### config.mk
export PLATFORM = sky130hd
export DESIGN_NAME = instr_encode_loader_flat
export DESIGN_NICKNAME = d
export VERILOG_FILES = /design/src/rtl/instr_encode_loader_if.sv /design/src/rtl/instr_encode_loader.sv /design/src/flat_wrapper.sv
export SDC_FILE = /design/constraint.sdc
export NUM_CORES = 1
export LEC_CHECK = 0
export BUFFER_PORTS_ARGS = -buffer_cell sky130_fd_sc_hd__buf_2
export CORE_ASPECT_RATIO = 0.7
export CORE_MARGIN = 2
export CORE_UTILIZATION = 52
export CTS_CLUSTER_SIZE = 16
export DETAILED_ROUTE_END_ITERATION = 8
export GPL_ROUTABILITY_DRIVEN = 0
export PLACE_DENSITY_LB_ADDON = 0.12
export REMOVE_ABC_BUFFERS = 1
export SLEW_MARGIN = 20
export SYNTH_ARGS = -nofsm -noshare
export SYNTH_HDL_FRONTEND = slang
export SYNTH_SLANG_ARGS = --single-unit
### constraint.sdc
create_clock -name clk -period 3.2 [get_ports clk]
set_input_delay 0.64 -clock clk [delete_from_list [all_inputs] [get_ports clk]]
set_output_delay 0.64 -clock clk [all_outputs]
set_load 0.01 [all_outputs]
### src/rtl/instr_encode_loader_if.sv
// Bus bundle between a boot host and instr_encode_loader: request fields,
// the request handshake, the instruction-memory write port and session status.
interface instr_encode_loader_if #(
    parameter int ADDR_W = 8,
    parameter int CNT_W  = 9
);
    logic              start;
    logic [ADDR_W-1:0] base_addr;
    logic              in_valid;
    logic              in_ready;
    logic [4:0]        mnem;
    logic [4:0]        rs;
    logic [4:0]        rt;
    logic [4:0]        rd;
    logic [4:0]        shamt;
    logic [15:0]       imm;
    logic [25:0]       target;
    logic              last;
    logic              imem_we;
    logic [ADDR_W-1:0] imem_addr;
    logic [31:0]       imem_wdata;
    logic              busy;
    logic              done;
    logic              err;
    logic [CNT_W-1:0]  count;

    modport master (
        output start, base_addr, in_valid, mnem, rs, rt, rd, shamt, imm, target, last,
        input  in_ready, imem_we, imem_addr, imem_wdata, busy, done, err, count
    );

    modport slave (
        input  start, base_addr, in_valid, mnem, rs, rt, rd, shamt, imm, target, last,
        output in_ready, imem_we, imem_addr, imem_wdata, busy, done, err, count
    );
endinterface

### src/rtl/instr_encode_loader.sv
// Encodes symbolic MIPS instruction requests and writes them sequentially into
// instruction memory. Define NOP_PAD_EN to pad each session with NOPs to a 4-word boundary.
module instr_encode_loader #(
    parameter int ADDR_W = 8,
    parameter int CNT_W  = 9
) (
    input  logic                  clk,
    input  logic                  clrn,
    instr_encode_loader_if.slave  bus
);

    localparam logic [2:0] IDLE   = 3'd0;
    localparam logic [2:0] ACCEPT = 3'd1;
    localparam logic [2:0] WRITE  = 3'd2;
`ifdef NOP_PAD_EN
    localparam logic [2:0] PAD    = 3'd3;
`endif
    localparam logic [2:0] DONE   = 3'd4;

    logic [2:0]        state;
    logic [ADDR_W-1:0] wptr;
    logic [ADDR_W-1:0] imem_addr;
    logic [31:0]       imem_wdata;
    logic [CNT_W-1:0]  count;
    logic              busy;
    logic              err;
    logic              last_q;
    logic              legal;
    logic              imem_we;
    logic [31:0]       enc_word;

    assign legal = (bus.mnem < 5'd20);

    // Unused fields of each format are forced to zero here
    always_comb begin
        enc_word = 32'd0;
        case (bus.mnem)
            5'd0:  enc_word = {6'b000000, bus.rs, bus.rt, bus.rd, 5'd0, 6'b100000};
            5'd1:  enc_word = {6'b000000, bus.rs, bus.rt, bus.rd, 5'd0, 6'b100010};
            5'd2:  enc_word = {6'b000000, bus.rs, bus.rt, bus.rd, 5'd0, 6'b100100};
            5'd3:  enc_word = {6'b000000, bus.rs, bus.rt, bus.rd, 5'd0, 6'b100101};
            5'd4:  enc_word = {6'b000000, bus.rs, bus.rt, bus.rd, 5'd0, 6'b100110};
            5'd5:  enc_word = {6'b000000, 5'd0, bus.rt, bus.rd, bus.shamt, 6'b000000};
            5'd6:  enc_word = {6'b000000, 5'd0, bus.rt, bus.rd, bus.shamt, 6'b000010};
            5'd7:  enc_word = {6'b000000, 5'd0, bus.rt, bus.rd, bus.shamt, 6'b000011};
            5'd8:  enc_word = {6'b000000, bus.rs, 15'd0, 6'b001000};
            5'd9:  enc_word = {6'b001000, bus.rs, bus.rt, bus.imm};
            5'd10: enc_word = {6'b001100, bus.rs, bus.rt, bus.imm};
            5'd11: enc_word = {6'b001101, bus.rs, bus.rt, bus.imm};
            5'd12: enc_word = {6'b001110, bus.rs, bus.rt, bus.imm};
            5'd13: enc_word = {6'b100011, bus.rs, bus.rt, bus.imm};
            5'd14: enc_word = {6'b101011, bus.rs, bus.rt, bus.imm};
            5'd15: enc_word = {6'b000100, bus.rs, bus.rt, bus.imm};
            5'd16: enc_word = {6'b000101, bus.rs, bus.rt, bus.imm};
            5'd17: enc_word = {6'b001111, 5'd0, bus.rt, bus.imm};
            5'd18: enc_word = {6'b000010, bus.target};
            5'd19: enc_word = {6'b000011, bus.target};
            default: enc_word = 32'd0;
        endcase
    end

    // Session FSM; a write at the top address ends the session so wptr never wraps
    always_ff @(posedge clk or negedge clrn) begin
        if (!clrn) begin
            state      <= IDLE;
            wptr       <= '0;
            imem_addr  <= '0;
            imem_wdata <= 32'd0;
            count      <= '0;
            busy       <= 1'b0;
            err        <= 1'b0;
            last_q     <= 1'b0;
        end else begin
            case (state)
                IDLE: begin
                    if (bus.start) begin
                        wptr  <= bus.base_addr;
                        count <= '0;
                        err   <= 1'b0;
                        busy  <= 1'b1;
                        state <= ACCEPT;
                    end
                end
                ACCEPT: begin
                    if (bus.in_valid) begin
                        if (legal) begin
                            imem_wdata <= enc_word;
                            imem_addr  <= wptr;
                            last_q     <= bus.last;
                            state      <= WRITE;
                        end else begin
                            err <= 1'b1;
                            if (bus.last) begin
                                state <= DONE;
                            end
                        end
                    end
                end
                WRITE: begin
                    count <= count + CNT_W'(1);
                    if (wptr == {ADDR_W{1'b1}}) begin
                        err   <= 1'b1;
                        state <= DONE;
                    end else begin
                        wptr <= wptr + ADDR_W'(1);
                        if (last_q) begin
`ifdef NOP_PAD_EN
                            imem_addr  <= wptr + ADDR_W'(1);
                            imem_wdata <= 32'd0;
                            state      <= PAD;
`else
                            state <= DONE;
`endif
                        end else begin
                            state <= ACCEPT;
                        end
                    end
                end
`ifdef NOP_PAD_EN
                PAD: begin
                    if (wptr[1:0] == 2'b00) begin
                        state <= DONE;
                    end else begin
                        count <= count + CNT_W'(1);
                        if (wptr == {ADDR_W{1'b1}}) begin
                            err   <= 1'b1;
                            state <= DONE;
                        end else begin
                            wptr      <= wptr + ADDR_W'(1);
                            imem_addr <= wptr + ADDR_W'(1);
                        end
                    end
                end
`endif
                DONE: begin
                    busy  <= 1'b0;
                    state <= IDLE;
                end
                default: state <= IDLE;
            endcase
        end
    end

    always_comb begin
        imem_we = (state == WRITE);
`ifdef NOP_PAD_EN
        if (state == PAD && wptr[1:0] != 2'b00) begin
            imem_we = 1'b1;
        end
`endif
    end

    assign bus.in_ready   = (state == ACCEPT);
    assign bus.imem_we    = imem_we;
    assign bus.imem_addr  = imem_addr;
    assign bus.imem_wdata = imem_wdata;
    assign bus.busy       = busy;
    assign bus.done       = (state == DONE);
    assign bus.err        = err;
    assign bus.count      = count;

endmodule
### src/flat_wrapper.sv
// flat-port wrapper written by rule: the top's interface ports become plain ports
module instr_encode_loader_flat 
#(
    parameter int ADDR_W = 8,
    parameter int CNT_W  = 9
)
  (clk, clrn, bus_start, bus_base_addr, bus_in_valid, bus_mnem, bus_rs, bus_rt, bus_rd, bus_shamt, bus_imm, bus_target, bus_last, bus_in_ready, bus_imem_we, bus_imem_addr, bus_imem_wdata, bus_busy, bus_done, bus_err, bus_count);
  instr_encode_loader_if #(.ADDR_W(ADDR_W), .CNT_W(CNT_W)) bus_i ();
  input  logic clk;
  input  logic clrn;
  input wire logic [$bits(bus_i.start)-1:0] bus_start;
  input wire logic [$bits(bus_i.base_addr)-1:0] bus_base_addr;
  input wire logic [$bits(bus_i.in_valid)-1:0] bus_in_valid;
  input wire logic [$bits(bus_i.mnem)-1:0] bus_mnem;
  input wire logic [$bits(bus_i.rs)-1:0] bus_rs;
  input wire logic [$bits(bus_i.rt)-1:0] bus_rt;
  input wire logic [$bits(bus_i.rd)-1:0] bus_rd;
  input wire logic [$bits(bus_i.shamt)-1:0] bus_shamt;
  input wire logic [$bits(bus_i.imm)-1:0] bus_imm;
  input wire logic [$bits(bus_i.target)-1:0] bus_target;
  input wire logic [$bits(bus_i.last)-1:0] bus_last;
  output wire logic [$bits(bus_i.in_ready)-1:0] bus_in_ready;
  output wire logic [$bits(bus_i.imem_we)-1:0] bus_imem_we;
  output wire logic [$bits(bus_i.imem_addr)-1:0] bus_imem_addr;
  output wire logic [$bits(bus_i.imem_wdata)-1:0] bus_imem_wdata;
  output wire logic [$bits(bus_i.busy)-1:0] bus_busy;
  output wire logic [$bits(bus_i.done)-1:0] bus_done;
  output wire logic [$bits(bus_i.err)-1:0] bus_err;
  output wire logic [$bits(bus_i.count)-1:0] bus_count;
  assign bus_i.start = bus_start;
  assign bus_i.base_addr = bus_base_addr;
  assign bus_i.in_valid = bus_in_valid;
  assign bus_i.mnem = bus_mnem;
  assign bus_i.rs = bus_rs;
  assign bus_i.rt = bus_rt;
  assign bus_i.rd = bus_rd;
  assign bus_i.shamt = bus_shamt;
  assign bus_i.imm = bus_imm;
  assign bus_i.target = bus_target;
  assign bus_i.last = bus_last;
  assign bus_in_ready = bus_i.in_ready;
  assign bus_imem_we = bus_i.imem_we;
  assign bus_imem_addr = bus_i.imem_addr;
  assign bus_imem_wdata = bus_i.imem_wdata;
  assign bus_busy = bus_i.busy;
  assign bus_done = bus_i.done;
  assign bus_err = bus_i.err;
  assign bus_count = bus_i.count;
  instr_encode_loader #(.ADDR_W(ADDR_W), .CNT_W(CNT_W)) u_core (.clk(clk), .clrn(clrn), .bus(bus_i));
endmodule
# Word level (Yosys, flattened, before mapping)
# Cells that the tools add are included.
# classes
order_cmp	1
add_sub_neg	2
reduce_logical	11
n_eq_ne	29
n_mux	20
# ops
cell	count
32-bit case mux with 20 select lines	1
5-bit by 4-bit equality test with 1-bit output, second input constant	8
5-bit by 3-bit equality test with 1-bit output, second input constant	4
5-bit equality test, second input constant	4
3-bit two-way mux	6
9-bit case mux with 2 select lines	1
8-bit two-way mux	2
8-bit case mux with 2 select lines	1
5-bit by 2-bit equality test with 1-bit output, second input constant	2
9-bit by 1-bit adder with 9-bit output, second input constant	1
9-bit two-way mux	1
3-bit case mux with 3 select lines	1
3-bit AND reduction	3
8-bit by 1-bit adder with 8-bit output, second input constant	1
8-bit equality test, second input constant	1
2-bit != test, second input constant	4
5-bit by 1-bit equality test with 1-bit output, second input constant	1
5-bit zero test	1
5-bit < comparator, second input constant	1
1-bit two-way mux	5
5-bit AND reduction	1
2-bit AND reduction	2
2-bit nonzero test	2
3-bit by 1-bit equality test with 1-bit output, second input constant	1
other kinds (8)	8
# totals
word_cells	71
register_bits	63

# Logic depth before layout (Yosys ltp)
# Gate-level depths: netlist of run 1.
# logic_depth
ltp_word	4
mapped_depth	7
depth_no_buf	5

# Worst setup path after synthesis of run 1
# Ideal clock, no wire load.
# synth_timing
path_kind	input to register
startpoint	input port bus_mnem[2]
endpoint	register u_core.imem_wdata[11] (netlist: u_core.bus.imem_wdata[11])
path_slack_ns	1.325
t_required_ns	3.070
t_arrival_ns	1.745
path_buffers	2
path_stages	6
cell_sequence	buf_2 -> nor3_2 -> o32ai_4 -> buf_4 -> a222oi_1 -> o21ai_1
# synth_between
elab_chain_cells	2
word_cells_on_any_way	23
classes_between	1 x order compare; 19 x eq/ne; 1 x mux; 2 x reduce/logical
# synth_lines
item	line_no	source
from (decl)	flat_wrapper.sv:14	input wire logic [$bits(bus_i.mnem)-1:0] bus_mnem;
5-bit < comparator (tied with other cells)	instr_encode_loader.sv:32	assign legal = (bus.mnem < 5'd20);
3-bit AND reduction (no line) or 32-bit case mux with 20 select lines (tied branches)	n/a	
to (signal assigned)	instr_encode_loader.sv:87	imem_wdata <= enc_word;
to (decl)	instr_encode_loader.sv:23	logic [31:0] imem_wdata;
# Several ways; a longest one is shown, not always the timed one.
# A chain may end at the register's enable or synchronous reset.

# Final worst setup path of run 1
# layout_timing
startpoint	register u_core.state[1]
endpoint	output port bus_imem_we
# layout_between
elab_chain_cells	1
# layout_lines
item	line_no	source
from (decl)	instr_encode_loader.sv:20	logic [2:0] state;
from (signal assigned)	instr_encode_loader.sv:65	state <= IDLE;
from (signal assigned)	instr_encode_loader.sv:81	state <= ACCEPT;
from (signal assigned)	instr_encode_loader.sv:90	state <= WRITE;
3-bit by 2-bit equality test with 1-bit output	instr_encode_loader.sv:145	imem_we = (state == WRITE);
to (decl)	flat_wrapper.sv:23	output wire logic [$bits(bus_i.imem_we)-1:0] bus_imem_we;
# No other way between the ends.

==> flow_summary_export.csv, run 1 <==
group,metric,value,unit
run_status,outcome,"complete, no violations",
global_route,grt_pass1_vias,2896,
sta,slew_viol_final,0,
detailed_routing,dr.pass1.iters,7,
critical_path,critPathTopFamily,"simple AND/OR/NAND/NOR gates",
sta,period_share,81.2,%
global_route,grt_pass1_wl,13600,µm
sta,hold_viol,0,
placed_design,place_hpwl,6130,µm
final_layout,nets,554,
yosys,synth_area,0.00331,mm²
detailed_routing,initialDrtViolationCount,228,
yosys,ys_warn_count,0,
sta,fin_crit,2600,ps
final_layout,fin_area,0.00415,mm²
sta,rsz0062_at_grt,"no",
run,drv_cap,0,
pwr,power_density,788,mW/mm²
detailed_routing,vias,3206,
yosys,synth_edf_count,0,
floorplan,die_area,0.00703,mm²
critical_path,critPathSlowestCell,"or3b_1",
clock_tree,clk_pin_slew_worst_paths,70,ps
detailed_routing,ant_nets,0,
global_route,grt_max_degree,57,
placed_design,io_buffer_count,132,
clock_tree,cts_root_buf,"clkbuf_8",
sta,slew_headroom,49.3,%
sta,worst_pin_slew,759,ps
hold_path,hold_path.class,"in -> async",
sta,max_freq,385,MHz
sta,setup_viol,0,
critical_path,crit_arrival,1960,ps
floorplan,die_y,70.7,µm
critical_path,critPathRequiredTime,2560,ps
yosys,syn_inst,352,
global_route,grt-ovfl-total,0,
global_route,antenna_found_initial,0,
yosys,ys_ff_latch,62,
yosys,synth-seq-area-share,46.9,%
floorplan,rows,24,
placed_design,placed_area,0.00395,mm²
critical_path,cp_max_fo,18,
final_layout,drive_gt1_share,34.6,%
critical_path,start_kind,"flop",
critical_path,end_kind,"output port",
final_layout,final_common_cell,"buf_2",
clock_tree,insertion_delay,340,ps
clock_tree,clock_path_buffers,2,
final_layout,area_growth,25.5,%
detailed_routing,wl,8530,µm
detailed_routing,wire_per_inst,15.4,µm
critical_path,cp_num_buf_inv,2,
sta,hold_ws,330,ps
floorplan,ioPinCount,134,
clock_tree,cts_hold_buf,0,
clock_tree,cts_buffers,9,
floorplan,start_util,53.5,%
clock_tree,cts.sinks,62,
final_layout,final_cell_mix,"132 x buf_2, 62 x dfrtp_1, 54 x nand2_1",
floorplan,die_w,99.3,µm
final_layout,num_antenna_cells,0,
yosys,ys_dominant_reg_cell,"dfrtp_1",
sta,setup_tns,0,ps
sta,final.setup_skew,5.55,ps
clock_tree,post_cts.resized_instances,0,
critical_path,cpPeakStageDelay,680,ps
clock_tree,htreeDepth,3,
floorplan,coreArea,0.00619,mm²
pwr,p_leak,2.05,nW
detailed_routing,via_per_inst,5.78,
clock_tree,post_cts_buffers,0,
clock_tree,cts_tree,"yes",
pwr,peakVddDrop,0.464,mV
yosys,synth.avg_cell_area,9.40,µm²
yosys,synthArstFlopShare,100,%
critical_path,critPathKind,"reg -> out",
critical_path,crit_chain,"or3b_1 -> clkinv_8 -> buf_2",
yosys,synth_cell_types,54,
global_route,grtUsageTotal,24.4,%
detailed_routing,drc,0,
cell usage after synthesis, types with 2 or more instances:
master	n	area share, %
a31oi_1	3	0.57
clkbuf_2	2	0.30
nor3_1	4	0.61
o22ai_1	3	0.57
nor2_1	41	4.7
nand3_1	7	1.1
a32oi_1	3	0.79
buf_2	11	1.7
o211ai_1	5	1.1
o2bb2ai_1	3	0.79
dfrtp_1	62	47
buf_4	3	0.68
and3_1	4	0.76
o32ai_4	2	1.7
a221oi_1	15	4.0
nand4_1	5	0.95
clkbuf_1	4	0.45
mux2i_1	2	0.61
inv_1	9	1.0
buf_6	4	1.4
nand2b_1	4	0.76
nand2_1	54	6.1
o22a_1	2	0.53
o21ai_0	28	4.2
o31ai_1	6	1.4
o21ai_1	8	1.2
xnor2_1	2	0.53
buf_1	2	0.23
a2bb2oi_1	4	1.1
a222oi_1	10	3.0
nor2b_1	4	0.76
ha_1	2	0.76
a211oi_1	3	0.68
a21oi_2	3	0.79
a21oi_1	9	1.4
power breakdown:
group | switching [W] | internal [W]
Combinational | 0.000681 | 0.000517
Sequential | 0.000273 | 0.00110
Clock | 0.000303 | 0.000399
final cells by class:
class | instances | area [µm²]
Fill cell | 523 | 2030
Multi-Input combinational cell | 254 | 1560
Sequential cell | 62 | 1550
Timing Repair Buffer | 135 | 696
Clock buffer | 12 | 155
Tap cell | 78 | 97.6
Inverter | 10 | 50.0
Clock inverter | 4 | 45.0
cell families (layout without fill, tap and decap cells):
kind of cell    Yosys count  count (layout)  share of synthesized area (%)
simple gates            135             135                           19.8
compound gates          112             112                           25.1
flops                    62              62                           46.9
buf+inv                  36             161                           6.20
fa+ha+maj                 2               2                          0.756
xor+xnor                  2               2                          0.530
mux                       2               2                          0.605
other cells               1               1                          0.113
per-stage QoR:
stage	util, %	instances	setup WS [ps]	total power [W]
floorplan	-	326	167	0.00205
global route	67.1	555	520	0.00351
finish	67.1	555	602	0.00327
CTS	67.1	555	601	0.00330
detailed placement	63.9	539	819	0.00259
global placement	63.9	539	918	0.00256
registers in the layout, indices dropped and copies added (netlist names):
| name | cells |
|---|---|
| u_core.bus.busy | 1 |
| u_core.bus.imem_wdata | 31 |
| u_core.bus.imem_addr | 8 |
| u_core.bus.count | 9 |
| u_core.wptr | 8 |
| u_core.bus.err | 1 |
| u_core.state | 3 |
| u_core.last_q | 1 |
metal layers:
layer / global-route usage (%) / share of wire, %
met1: 34.7 / 47
met2: 36.9 / 44
met3: 7.02 / 8.4
met4: 6.70 / 0.94
met5: 0 / 0
final timing paths:
check | from | end | slack, ps | cells after the start
max reg2reg | u_core.state[1] | u_core.wptr[0] | 1040 | 5
max | u_core.state[1] | bus_imem_we | 600 | 3
min in group clk | u_core.bus.imem_wdata[9] | u_core.bus.imem_wdata[9] | 480 | 2
max in group asynchronous | clrn | u_core.bus.imem_addr[2] | 2250 | 2
min | clrn | u_core.bus.busy | 330 | 1
min reg2reg | u_core.bus.imem_wdata[9] | u_core.bus.imem_wdata[9] | 480 | 2
Note: power is estimated with default switching activity, not from simulation.
==> run 2, diff against run 1 <==
Settings changed: CORE_UTILIZATION 52 to 44.
Clock period 3.2 ns to 2.34 ns, I/O delays scaled along.
==> flow_summary_export.csv, run 2 (same netlist as run 1, synthesis figures left out) <==
group,metric,value,unit
hold_path,hold_path.class,"in -> async",
run,drv_cap,0,
detailed_routing,vias,3277,
detailed_routing,via_per_inst,5.61,
detailed_routing,dr.pass1.iters,5,
sta,slew_viol_final,0,
critical_path,start_kind,"flop",
clock_tree,htreeDepth,3,
sta,slew_headroom,51.0,%
floorplan,rows,26,
sta,fin_crit,2160,ps
global_route,grt_max_degree,40,
clock_tree,insertion_delay,330,ps
critical_path,critPathRequiredTime,1870,ps
final_layout,final_cell_mix,"132 x buf_2, 62 x dfrtp_1, 54 x nand2_1",
clock_tree,post_cts_buffers,0,
sta,setup_viol,0,
clock_tree,cts_tree,"yes",
final_layout,num_antenna_cells,0,
critical_path,crit_arrival,1700,ps
pwr,peakVddDrop,0.479,mV
critical_path,critPathKind,"reg -> out",
final_layout,largest-register,"u_core.bus.imem_wdata",
final_layout,stdcell_count,584,
floorplan,die_w,108,µm
global_route,grt_pass1_wl,14700,µm
detailed_routing,wire_per_inst,15.8,µm
sta,period_share,92.4,%
clock_tree,cts_buffers,9,
critical_path,end_kind,"output port",
critical_path,cp_max_fo,18,
final_layout,drive_gt1_share,35.4,%
global_route,grtUsageTotal,22.6,%
final_layout,area_growth,28.1,%
floorplan,coreArea,0.00729,mm²
final_layout,utilization,58.2,%
run_status,outcome,"complete, no violations",
final_layout,final_common_cell,"buf_2",
clock_tree,cts.sinks,62,
detailed_routing,initialDrtViolationCount,187,
detailed_routing,wl,9200,µm
sta,setup_tns,0,ps
clock_tree,cts_hold_buf,0,
sta,final.setup_skew,7.42,ps
placed_design,place_hpwl,6780,µm
detailed_routing,drc,0,
global_route,antenna_found_initial,0,
sta,hold_viol,0,
placed_design,io_buffer_count,132,
detailed_routing,ant_nets,0,
clock_tree,clk_pin_slew_worst_paths,70,ps
global_route,grt_pass1_vias,3003,
sta,rsz0062_at_grt,"no",
floorplan,ioPinCount,134,
floorplan,start_util,45.4,%
floorplan,die_area,0.00824,mm²
final_layout,fillers,656,
sta,max_freq,462,MHz
clock_tree,cts_root_buf,"clkbuf_8",
pwr,p_leak,2.08,nW
pwr,power_density,1050,mW/mm²
placed_design,dp_cells,568,
clock_tree,post_cts.resized_instances,0,
final_layout,reg.largest.list,"u_core.bus.imem_wdata x31, u_core.bus.count x9",
clock_tree,clock_path_buffers,2,
final_layout,nets,563,
floorplan,die_y,76.5,µm
global_route,grt-ovfl-total,0,
sta,worst_pin_slew,732,ps
final_layout,largest_reg_flops,31,
run 2: changes by cell type in the layout (fill, tap and decap cells not counted), sizes merged:
| cell | change |
|---|---|
| buf | +9 |
| clkinvlp | +1 |
| clkinv | -1 |
run 2: cell type report:
cell class                 instances  area [µm²]  share of cell area (%)
timing repair buffer             144         776                    18.3
clock inverter                     4        47.5                    1.12
tap                               98         123                    2.89
inverter                          10        50.0                    1.18
clock buffer                      12         135                    3.19
sequential                        62        1550                    36.6
multi-input combinational        254        1560                    36.7
run 2: per-layer routing:
layer | wire, µm | track usage, % | up-vias
met5 | 0 | 0 | -
met4 | 77 | 6.15 | 0
met3 | 1040 | 6.59 | 6
met2 | 3900 | 33.5 | 184
met1 | 4180 | 32.2 | 1531
li1 | - | - | 1556
run 2: critical path, stage by stage (launching register included):
cell	delay [ps]
dfrtp_1	570
or3b_1	500
clkinv_8	150
buf_2	140
run 2: final timing paths:
path | depth (start not counted) | endpoint | start | slack (ps)
min in group clk | 3 | u_core.wptr[0] | bus_base_addr[0] | 380
min reg2reg | 2 | u_core.bus.imem_addr[2] | u_core.bus.imem_addr[2] | 470
max | 3 | bus_imem_we | u_core.state[1] | 180
max in group asynchronous | 2 | u_core.bus.imem_wdata[21] | clrn | 1580
max reg2reg | 5 | u_core.wptr[0] | u_core.wptr[0] | 490
min | 1 | u_core.wptr[1] | clrn | 140
run 2: where the power goes:
part	leakage [nW]	internal, W	switching (W)
Clock	0.0904	0.000490	0.000399
Sequential	0.775	0.00151	0.000371
Combinational	1.21	0.000737	0.000946
run 2: through the flow:
step	cell area [µm²]	total power, W	worst slack (ps)	hold slack [ps]
global placement	4060	0.00355	357	456
finish	4240	0.00445	177	136
detailed placement	4060	0.00359	284	461
global route	4240	0.00482	89.4	157
floorplan	3150	0.00281	-622	172
CTS	4240	0.00450	158	149
==> run 3, diff against run 2 <==
Settings changed: ABC_AREA set to 1, CORE_UTILIZATION 44 to 46.
==> flow_summary_export.csv, run 3 <==
group,metric,value,unit
run_status,outcome,"complete, no violations",
yosys,yosys-top-cells-area,"dfrtp_1 41%, nand2_1 15%, inv_1 8.6%, nand3_1 7.7%, nor2_1 6.7%",
sta,worst_pin_slew,707,ps
placed_design,place_hpwl,7200,µm
final_layout,final_cell_mix,"149 x nand2_1, 132 x buf_2, 86 x inv_1",
detailed_routing,drc,0,
clock_tree,cts.sinks,62,
sta,final.setup_skew,4.93,ps
pwr,total_power,0.00538,W
yosys,synth_cell_types,29,
floorplan,die_w,112,µm
yosys,ys_dominant_reg_cell,"dfrtp_1",
yosys,synth_area,0.00377,mm²
sta,slew_headroom,52.4,%
yosys,ys_ff_latch,62,
yosys,yosysMostFrequentCell,"nand2_1",
yosys,synth_commonest_cells,"149 x nand2_1, 86 x inv_1, 67 x nor2_1, 62 x dfrtp_1, 58 x nand3_1",
clock_tree,insertion_delay,330,ps
pwr,p_leak,2.82,nW
final_layout,reg.largest.list,"u_core.bus.imem_wdata x31, u_core.bus.count x9",
clock_tree,cts_buffers,9,
critical_path,timing.rr.start,"u_core.state[1]",
final_layout,fillers,763,
final_layout,area_growth,28.0,%
floorplan,coreArea,0.00791,mm²
yosys,yosysTopAreaCell,"dfrtp_1",
detailed_routing,ant_nets,0,
floorplan,die_y,79.7,µm
clock_tree,clock_path_buffers,2,
sta,rsz0062_at_grt,"no",
critical_path,critPathRequiredTime,1870,ps
yosys,syn_inst,545,
clock_tree,clk_pin_slew_worst_paths,60,ps
critical_path,end_kind,"output port",
detailed_routing,via_per_inst,4.82,
global_route,grt_pass1_wl,15900,µm
sta,hold_ws,76.8,ps
sta,fin_crit,1760,ps
clock_tree,cts_hold_buf,0,
final_layout,final_common_cell,"nand2_1",
clock_tree,cts_tree,"yes",
floorplan,ioPinCount,134,
critical_path,startpoint,"u_core.state[0]",
pwr,peakVddDrop,0.636,mV
global_route,grt_pass1_vias,3563,
yosys,synthArstFlopShare,100,%
sta,setup_viol,0,
detailed_routing,vias,3758,
clock_tree,post_cts_buffers,0,
critical_path,critPathKind,"reg -> out",
detailed_routing,wl,9590,µm
sta,period_share,75.2,%
detailed_routing,dr.pass1.iters,4,
final_layout,num_antenna_cells,0,
final_layout,largest-register,"u_core.bus.imem_wdata",
final_layout,multi_input_area,0.00174,mm²
yosys,synth_top_area_share,41.2,%
yosys,synth.avg_cell_area,6.91,µm²
pwr,power_density,1120,mW/mm²
global_route,grtUsageTotal,22.4,%
sta,setup_tns,0,ps
clock_tree,htreeDepth,3,
placed_design,io_buffer_count,132,
detailed_routing,wire_per_inst,12.3,µm
detailed_routing,initialDrtViolationCount,229,
final_layout,regArea,0.00155,mm²
yosys,synth_edf_count,0,
clock_tree,cts_root_buf,"clkbuf_16",
critical_path,cp_max_fo,10,
floorplan,rows,27,
sta,slew_viol_final,0,
hold_path,hold_path.class,"in -> async",
sta,max_freq,569,MHz
final_layout,nets,756,
run,drv_cap,0,
critical_path,crit_arrival,1290,ps
floorplan,start_util,47.7,%
final_layout,largest_reg_flops,31,
clock_tree,post_cts.resized_instances,0,
critical_path,start_kind,"flop",
yosys,ys_warn_count,0,
yosys,synth-seq-area-share,41.2,%
global_route,grt_max_degree,33,
global_route,antenna_found_initial,0,
floorplan,die_area,0.00894,mm²
global_route,grt-ovfl-total,0,
sta,hold_viol,0,
final_layout,drive_gt1_share,27.1,%
[run 3: metrics by stage]
step	area, µm²	setup slack [ps]	std cells	utilization [%]
2_1_floorplan	3630	695	525	-
3_3_place_gp	4480	525	764	56.6
3_5_place_dp	4480	465	764	56.6
4_1_cts	4820	563	780	61.0
5_1_grt	4820	413	780	61.0
6_report	4820	581	780	61.0
[run 3: layer usage]
metal,wire [µm],track usage [%]
met3,695,8.28
met2,4070,34.4
met1,4730,30.1
met5,0,0
met4,90,5.49
[run 3: cell families after synthesis]
kind of cell | after synthesis | share of synthesized area (%)
flops | 62 | 41.2
compound gates | 66 | 10.5
simple gates | 304 | 35.0
buf+inv | 110 | 12.6
other cells | 1 | 0.0995
fa+ha+maj | 2 | 0.664
[run 3: layout make-up]
type | instances | area share, %
Sequential cell | 62 | 32.2
Timing Repair Buffer | 138 | 14.9
Clock buffer | 9 | 4.67
Tap cell | 101 | 2.62
Inverter | 90 | 7.00
Clock inverter | 7 | 2.54
Multi-Input combinational cell | 373 | 36.1
[run 3: path summary, 6_finish.rpt]
path,endpoint,slack (ps),cells after the start
max in group asynchronous,u_core.bus.imem_wdata[18],1600,2
max,bus_imem_we,580,4
max reg2reg,u_core.bus.imem_wdata[9],670,6
min reg2reg,u_core.bus.imem_wdata[26],480,2
min in group clk,u_core.last_q,360,3
min,u_core.bus.imem_wdata[0],80,1
[run 3: power breakdown]
part	leakage, nW	internal (W)	switching, W	total (W)
Sequential	0.758	0.00153	0.000298	0.00183
Combinational	1.90	0.000836	0.00116	0.00199
Clock	0.162	0.00104	0.000512	0.00156
Total	2.82	0.00341	0.00197	0.00538
[run 3: critical path, stage by stage (launching register included)]
cell,delay [ps]
dfrtp_1,410
nor2_2,130
nand2_1,90
inv_2,160
buf_2,170
